`config.mk`:
```
export PLATFORM = sky130hd
export DESIGN_NAME = wb_req_master
export DESIGN_NICKNAME = d
export VERILOG_FILES = /design/src/rtl/wb_req_master_pkg.sv /design/src/rtl/wb_req_master_timer.sv /design/src/rtl/wb_req_master.sv
export SDC_FILE = /design/constraint.sdc
export NUM_CORES = 1
export LEC_CHECK = 0
export BUFFER_PORTS_ARGS = -buffer_cell sky130_fd_sc_hd__buf_2
export CAP_MARGIN = 20
export CORE_MARGIN = 2
export CORE_UTILIZATION = 35
export CTS_BUF_LIST = sky130_fd_sc_hd__clkbuf_4 sky130_fd_sc_hd__clkbuf_8 sky130_fd_sc_hd__clkbuf_16
export DETAILED_ROUTE_END_ITERATION = 8
export GPL_TIMING_DRIVEN = 0
export HOLD_SLACK_MARGIN = 0.08
export SYNTH_ARGS = -nofsm -noshare
export SYNTH_HDL_FRONTEND = slang
export SYNTH_SLANG_ARGS = --single-unit
```
`constraint.sdc`:
```
create_clock -name clk_i -period 3.6 [get_ports clk_i]
set_input_delay 0.54 -clock clk_i [delete_from_list [all_inputs] [get_ports clk_i]]
set_output_delay 0.54 -clock clk_i [all_outputs]
set_load 0.1 [all_outputs]
```
`src/rtl/wb_req_master_pkg.sv`:
```
// Shared types for the Wishbone request master: FSM states, response status codes
// and the termination-to-status mapping used by the FSM.
package wb_req_master_pkg;

  typedef enum logic [1:0] {
    IDLE   = 2'd0,
    STROBE = 2'd1,
    WAIT   = 2'd2,
    RESP   = 2'd3
  } t_state;

  typedef enum logic [1:0] {
    STS_OK      = 2'd0,
    STS_ERR     = 2'd1,
    STS_RTY     = 2'd2,
    STS_TIMEOUT = 2'd3
  } t_sts;

  // err outranks rty, rty outranks ack when several terminations arrive together
  function automatic t_sts term_status(input logic err, input logic rty);
    if (err) return STS_ERR;
    if (rty) return STS_RTY;
    return STS_OK;
  endfunction

endpackage

```
`src/rtl/wb_req_master_timer.sv`:
```
// Bus-cycle watchdog: cleared by load_i, counts while en_i, flags expire_o on the
// last permitted cycle (count == TIMEOUT-1) and holds there.
module wb_req_timer #(
  parameter int unsigned TIMEOUT = 255
) (
  input  logic clk_i,
  input  logic rst_n_i,
  input  logic load_i,
  input  logic en_i,
  output logic expire_o
);

  localparam int unsigned CW = $clog2(TIMEOUT + 1);

  logic [CW-1:0] cnt_q, cnt_d;

  assign expire_o = (cnt_q == CW'(TIMEOUT - 1));

  always_comb begin
    cnt_d = cnt_q;
    if (load_i) begin
      cnt_d = '0;
    end else if (en_i && !expire_o) begin
      cnt_d = cnt_q + CW'(1);
    end
  end

  always_ff @(posedge clk_i or negedge rst_n_i) begin
    if (!rst_n_i) begin
      cnt_q <= '0;
    end else begin
      cnt_q <= cnt_d;
    end
  end

endmodule

```
`src/rtl/wb_req_master.sv`:
```
// Single-outstanding Wishbone B4 pipelined master: valid/ready request in, one bus cycle out,
// data and status back. Define WB_REQ_MASTER_RETRY_EN to re-issue on rty up to MAX_RETRY times.
module wb_req_master
  import wb_req_master_pkg::*;
#(
  parameter int unsigned ADDR_WIDTH = 32,
  parameter int unsigned TIMEOUT    = 255,
  parameter int unsigned MAX_RETRY  = 3
) (
  input  logic                  clk_i,
  input  logic                  rst_n_i,
  input  logic                  req_valid_i,
  output logic                  req_ready_o,
  input  logic                  req_we_i,
  input  logic [ADDR_WIDTH-1:0] req_adr_i,
  input  logic [31:0]           req_dat_i,
  input  logic [3:0]            req_sel_i,
  output logic                  rsp_valid_o,
  input  logic                  rsp_ready_i,
  output logic [31:0]           rsp_dat_o,
  output logic [1:0]            rsp_sts_o,
  output logic                  wb_cyc_o,
  output logic                  wb_stb_o,
  output logic                  wb_we_o,
  output logic [ADDR_WIDTH-1:0] wb_adr_o,
  output logic [3:0]            wb_sel_o,
  output logic [31:0]           wb_dat_o,
  input  logic [31:0]           wb_dat_i,
  input  logic                  wb_ack_i,
  input  logic                  wb_err_i,
  input  logic                  wb_rty_i,
  input  logic                  wb_stall_i
);

  t_state                state_q, state_d;
  logic                  we_q;
  logic [ADDR_WIDTH-1:0] adr_q;
  logic [31:0]           dat_q;
  logic [3:0]            sel_q;
  logic [31:0]           rsp_dat_q, rsp_dat_d;
  t_sts                  rsp_sts_q, rsp_sts_d;
  t_sts                  term_sts;
  logic                  in_bus;
  logic                  accept;
  logic                  term;
  logic                  tmr_load;
  logic                  expire;
  logic                  retry_ok;

  assign in_bus   = (state_q == STROBE) || (state_q == WAIT);
  assign accept   = (state_q == IDLE) && req_valid_i;
  assign term     = wb_ack_i | wb_err_i | wb_rty_i;
  assign term_sts = term_status(wb_err_i, wb_rty_i);

  wb_req_timer #(
    .TIMEOUT (TIMEOUT)
  ) u_timer (
    .clk_i    (clk_i),
    .rst_n_i  (rst_n_i),
    .load_i   (tmr_load),
    .en_i     (in_bus),
    .expire_o (expire)
  );

`ifdef WB_REQ_MASTER_RETRY_EN
  localparam int unsigned RW = $clog2(MAX_RETRY + 2);

  logic [RW-1:0] rty_cnt_q, rty_cnt_d;

  assign retry_ok = (rty_cnt_q < RW'(MAX_RETRY));

  // A timer reload while already on the bus can only be a retry re-issue
  always_comb begin
    rty_cnt_d = rty_cnt_q;
    if (accept) begin
      rty_cnt_d = '0;
    end else if (in_bus && tmr_load) begin
      rty_cnt_d = rty_cnt_q + RW'(1);
    end
  end

  always_ff @(posedge clk_i or negedge rst_n_i) begin
    if (!rst_n_i) begin
      rty_cnt_q <= '0;
    end else begin
      rty_cnt_q <= rty_cnt_d;
    end
  end
`else
  logic unused_retry_cfg;
  assign unused_retry_cfg = ^MAX_RETRY;
  assign retry_ok         = 1'b0;
`endif

  // Terminations only count once the strobe has been taken; a termination in the
  // expiry cycle is checked first so it wins over the timeout.
  always_comb begin
    state_d   = state_q;
    rsp_dat_d = rsp_dat_q;
    rsp_sts_d = rsp_sts_q;
    tmr_load  = 1'b0;
    unique case (state_q)
      IDLE: begin
        if (req_valid_i) begin
          state_d  = STROBE;
          tmr_load = 1'b1;
        end
      end
      STROBE, WAIT: begin
        if (term && ((state_q == WAIT) || !wb_stall_i)) begin
          if ((term_sts == STS_RTY) && retry_ok) begin
            state_d  = STROBE;
            tmr_load = 1'b1;
          end else begin
            state_d   = RESP;
            rsp_sts_d = term_sts;
            rsp_dat_d = ((term_sts == STS_OK) && !we_q) ? wb_dat_i : '0;
          end
        end else if (expire) begin
          state_d   = RESP;
          rsp_sts_d = STS_TIMEOUT;
          rsp_dat_d = '0;
        end else if ((state_q == STROBE) && !wb_stall_i) begin
          state_d = WAIT;
        end
      end
      RESP: begin
        if (rsp_ready_i) begin
          state_d = IDLE;
        end
      end
      default: state_d = IDLE;
    endcase
  end

  always_ff @(posedge clk_i or negedge rst_n_i) begin
    if (!rst_n_i) begin
      state_q   <= IDLE;
      we_q      <= 1'b0;
      adr_q     <= '0;
      dat_q     <= '0;
      sel_q     <= '0;
      rsp_dat_q <= '0;
      rsp_sts_q <= STS_OK;
    end else begin
      state_q   <= state_d;
      rsp_dat_q <= rsp_dat_d;
      rsp_sts_q <= rsp_sts_d;
      if (accept) begin
        we_q  <= req_we_i;
        adr_q <= req_adr_i;
        dat_q <= req_dat_i;
        sel_q <= req_sel_i;
      end
    end
  end

  // Bus controls decode straight from state so an async reset drops cyc/stb at once
  assign req_ready_o = (state_q == IDLE);
  assign rsp_valid_o = (state_q == RESP);
  assign rsp_dat_o   = rsp_dat_q;
  assign rsp_sts_o   = rsp_sts_q;
  assign wb_cyc_o    = in_bus;
  assign wb_stb_o    = (state_q == STROBE);
  assign wb_we_o     = we_q;
  assign wb_adr_o    = adr_q;
  assign wb_sel_o    = sel_q;
  assign wb_dat_o    = dat_q;

endmodule
```
**Word-level counts from Yosys, hierarchy flattened**

Index checks and enable logic that the tools add are counted.

- Bits in registers: 113
- Output and inout bits: 107
- Logic and storage cells: 57

- $add $sub $neg: 1
- Equal/unequal tests: 7
- Muxes and demuxes: 22
- Bitwise logic cells: 2
- Reduce and logical (&&, ||, !) cells: 17

Operator list:

| cell | number |
|---|---|
| $mux W32 | 3 |
| $mux W2 | 11 |
| $mux W8 | 2 |
| $add A8 B1 Y8 const B | 1 |
| $eq A8 B8 Y1 const B | 1 |
| $pmux W2 S3 | 1 |
| $logic_and A1 B1 Y1 | 5 |
| $mux W1 | 5 |
| $eq A2 B2 Y1 const B | 2 |
| $logic_not A2 Y1 | 2 |
| $ne A4 B3 Y1 const B | 1 |
| $reduce_bool A2 Y1 | 2 |
| $logic_not A1 Y1 | 3 |
| $reduce_and A3 Y1 | 1 |
| $eq A2 B1 Y1 const B | 1 |
| $logic_or A1 B1 Y1 | 2 |
| $ne A2 B1 Y1 const B | 1 |
| $ne A2 B2 Y1 const B | 1 |
| $or A1 B1 Y1 | 2 |
| $reduce_and A2 Y1 | 1 |
| $reduce_or A2 Y1 | 1 |

**Logic depth before layout (Yosys ltp)**

- Word-level depth: 8
- Mapped depth: 7

**Hierarchy**

From an unflattened synthesis, not the netlist that was laid out.

- Cell total of the unflattened synthesis: 372
- Area total of the unflattened synthesis: 4807.1 sq um

By module, submodules not included:

| module | times used | cells an instance | area each (sq um) | seq. area each (sq um) |
|---|---|---|---|---|
| wb_req_master | 1 | 318 | 4287.9 | 2627.5 |
| wb_req_timer | 1 | 54 | 519.2 | 200.2 |

**Least setup slack after synthesis**

No wires, ideal clock.

- Path type: register -> register
- Start: reg state_q[0]
- End: reg dat_q[0] (netlist: wb_dat_o[0])
- Setup time: 0.125 ns
- Data arrival time: 2.435 ns
- Slack: 1.040 ns
- Stages on the path, launching flop included: 8
- Buffers on the path: 3
- Clock period less this slack: 2.560 ns
- Path through: dfrtp_1 -> inv_1 -> ha_1 -> and2_1 -> clkbuf_1 -> buf_2 -> buf_2 -> mux2_2

- Longest elaborated chain between the ends: 2

RTL lines:

| what | RTL line | RTL |
|---|---|---|
| start, declared | wb_req_master.sv:35 | `t_state state_q, state_d;` |
| start signal, assigned | wb_req_master.sv:146 | `state_q <= state_d;` |
| $logic_not A2 Y1 | n/a |  |
| via req_ready_o | wb_req_master.sv:13 | `output logic req_ready_o,` |
| $logic_and A1 B1 Y1 | wb_req_master.sv:51 | `assign accept = (state_q == IDLE) && req_valid_i;` |
| end signal, assigned | wb_req_master.sv:152 | `dat_q <= req_dat_i;` |
| end, declared | wb_req_master.sv:38 | `logic [31:0] dat_q;` |

The timed path passes the listed nets, and every way through them passes these cells.
A chain may end at the register's enable or synchronous reset.

**Worst setup path after layout**

- Start: reg state_q[0]
- End: reg rsp_dat_q[3] (netlist: rsp_dat_o[3])

- Longest elaborated chain between the ends: 5
- Elaborated cells on any way between the ends: 8
- Those cells by class: eq/ne: 2; mux: 1; reduce/logical: 5

RTL lines:

| what | RTL line | RTL |
|---|---|---|
| $eq A2 B2 Y1 | wb_req_master.sv:102, wb_req_master.sv:110 |  |
| $logic_or A1 B1 Y1 | wb_req_master.sv:110 | `if (term && ((state_q == WAIT) \|\| !wb_stall_i)) begin` |
| $logic_and A1 B1 Y1 | wb_req_master.sv:110 |  |
| $reduce_bool A2 Y1 (no source line) | n/a |  |
| $reduce_and A2 Y1 (no source line) | n/a |  |
| end signal, assigned | wb_req_master.sv:147 | `rsp_dat_q <= rsp_dat_d;` |
| end, declared | wb_req_master.sv:40 | `logic [31:0] rsp_dat_q, rsp_dat_d;` |

Parallel ways exist; a longest one is shown, timed or not.

==> impl_metrics.yaml <==
clocking:
  htree_levels: 4
  cts_hold_buffers: 0
  cts-resized-gates: 0
  cts_tree: "done"
  clock_sinks: 113
  cts_setup_buffers: 0
  cts_buffer_depth: 2
  clock_latency_ns: 0.40
  clkTransAtPathRegs_ns: 0.05
  clk_root_buffer_cell: "clkbuf_16"
  cts_buffers: 17
drt:
  vias: 3656
  routed_wl_um: 11730
  routed_via_density: 4.634
  wl_per_cell_um: 14.86
  post-route-drc-count: 0
  ant_nets: 0
  dr.pass1.iters: 4
  drtIter0Drc: 91
timing:
  post-route-period-util: 0.6318
  rsz0062_at_grt: "no"
  slew_headroom: 0.5588
  whs_ns: 0.1582
  finalSetupViolCount: 0
  fin_crit_ns: 2.274
  fin_worst_skew_ns: 0.004059
  slew_viol_final: 0
  finalWorstSetupSlack_ns: 1.326
  tightest_slew_ns: 0.6618
  hold_viol: 0
  clock.fmax_mhz: 439.7
  setup-tns-final_ns: 0
global_route:
  overflow: 0
  grt_max_degree: 66
  grtUsageTotal: 0.1666
  grt_pass1_vias: 3836
  grt_antenna_before_repair: 1
  grt_pass1_wl_um: 18860
yosys:
  synth_area_leaders: "dfrtp_1, mux2_2, mux2i_1, inv_1, nand2_1"
  synth_cell_types: 36
  yosys.area.top_type_share: 0.5896
  syn_area_sq_mm: 0.004796
  yosysTopAreaCell: "dfrtp_1"
  avgSynthCellArea_sq_um: 13.18
  synth_edf_count: 0
  ys_seq_area_frac: 0.5896
  synth_async_sr_flop_share: 1.000
  yosys_register_bits: 113
  synth_ff_type: "dfrtp_1"
  yosysWarnings: 0
  synth.net_count: 479
  synthCells: 364
floorplan:
  die_w_um: 121.1
  num_rows: 42
  coreArea_sq_mm: 0.01330
  dieHeight_um: 121.1
  boundaryPins: 216
  start_util: 0.3607
  dieArea_sq_mm: 0.01465
setup_path:
  start_kind: "flip-flop"
  endpoint_kind: "flip-flop"
  cp.required_ns: 3.92
  crit_fanout: 10
  arrival_ns: 2.59
  critPathKind: "flip-flop to flip-flop"
finish:
  final_common_cell: "buf_2"
  drive_gt1_frac: 0.5523
  fin_nets: 714
  final_cell_mix: "buf_2, dfrtp_1, mux2_2"
  finalNonFillerCells: 789
  area.growth.synth_to_final_pct: 40.02
placement:
  gp_congestion: 0.7664
  dp_cells: 756
  numPortBuffers: 215
  dp_hpwl_um: 8834
  dp_slack_ns: 1.362
run_status:
  status: "finished, final reports clean"
hold_path:
  min_path_type: "input pin to async pin"
job:
  max-cap-violations: 0
## metal layers
layer	vias up	routed length, um	track usage	share of wire
li1	1699	-	-	-
met1	1784	4679	0.1926	0.40
met2	162	5537	0.2609	0.47
met3	11	1377	0.08553	0.12
met4	0	133	0.06759	0.011
met5	-	0	0	0
## critical path: stages, from the launching register on
cell and delay (ns):
dfrtp_1 0.43, inv_1 0.09, ha_1 0.34, clkbuf_1 0.36, inv_1 0.19, a21oi_4 0.38
buf_12 0.20, mux2i_1 0.20
## layout make-up
type,instances,area [sq um]
Inverter,39,146.4
Buffer,17,152.6
Antenna cell,1,2.502
Clock inverter,13,137.6
Timing Repair Buffer,216,1106
Multi-Input combinational cell,195,1669
Fill cell,1207,6580
Sequential cell,113,2828
Clock buffer,19,452.9
Tap cell,176,220.2
## sequential cells by signal (all words and copies together), names as in the netlist
| signal | flops |
|---|---|
| wb_adr_o | 32 |
| rsp_dat_o | 32 |
| state_q | 2 |
| wb_we_o | 1 |
| rsp_sts_o | 2 |
| u_timer.cnt_q | 8 |
| wb_dat_o | 32 |
| wb_sel_o | 4 |
## synth_stat cells (4+ instances only)
cell type    n
a21oi_1      6
buf_2        8
buf_6        4
dfrtp_1    113
ha_1         6
inv_1       39
mux2_2      70
mux2i_1     33
nand2_1     36
nand4_1      5
nor2_1       8
## per-stage QoR
stage | utilization | cell area, sq um
3_3_place_gp | 0.4582 | 6092
4_1_cts | 0.5049 | 6713
5_1_grt | 0.5049 | 6713
3_5_place_dp | 0.4605 | 6122
6_report | 0.5051 | 6715
2_1_floorplan | - | 4796
## path summary, 6_finish.rpt
kind                                          start  slack [ns]                        to  cells after the start
max in group asynchronous                   rst_n_i        2.70   wb_dat_o[6]$_DFFE_PN0P_                      2
setup reg to reg             state_q[0]$_DFFE_PN0P_        1.33  rsp_dat_o[3]$_DFFE_PN0P_                      7
min in group clk_i                    req_dat_i[16]        0.36  wb_dat_o[16]$_DFFE_PN0P_                      2
hold reg to reg            wb_dat_o[27]$_DFFE_PN0P_        0.50  wb_dat_o[27]$_DFFE_PN0P_                      1
setup / recovery             state_q[0]$_DFFE_PN0P_        1.33  rsp_dat_o[3]$_DFFE_PN0P_                      7
hold / removal                              rst_n_i        0.16  wb_dat_o[30]$_DFFE_PN0P_                      1
## cell families after synthesis
group,Yosys count,synth area share
DFF,113,0.5896
muxes,103,0.2332
and+or+nand+nor,60,0.05662
buffers and inverters,56,0.06235
AOI/OAI and AO/OA,21,0.03340
adders and majority gates,6,0.01565
xor gates and xnor gates,5,0.009133
Power is left out: the tool's default activity adds up to more than one toggle a clock period on the data nets, which glitch-free logic cannot reach.
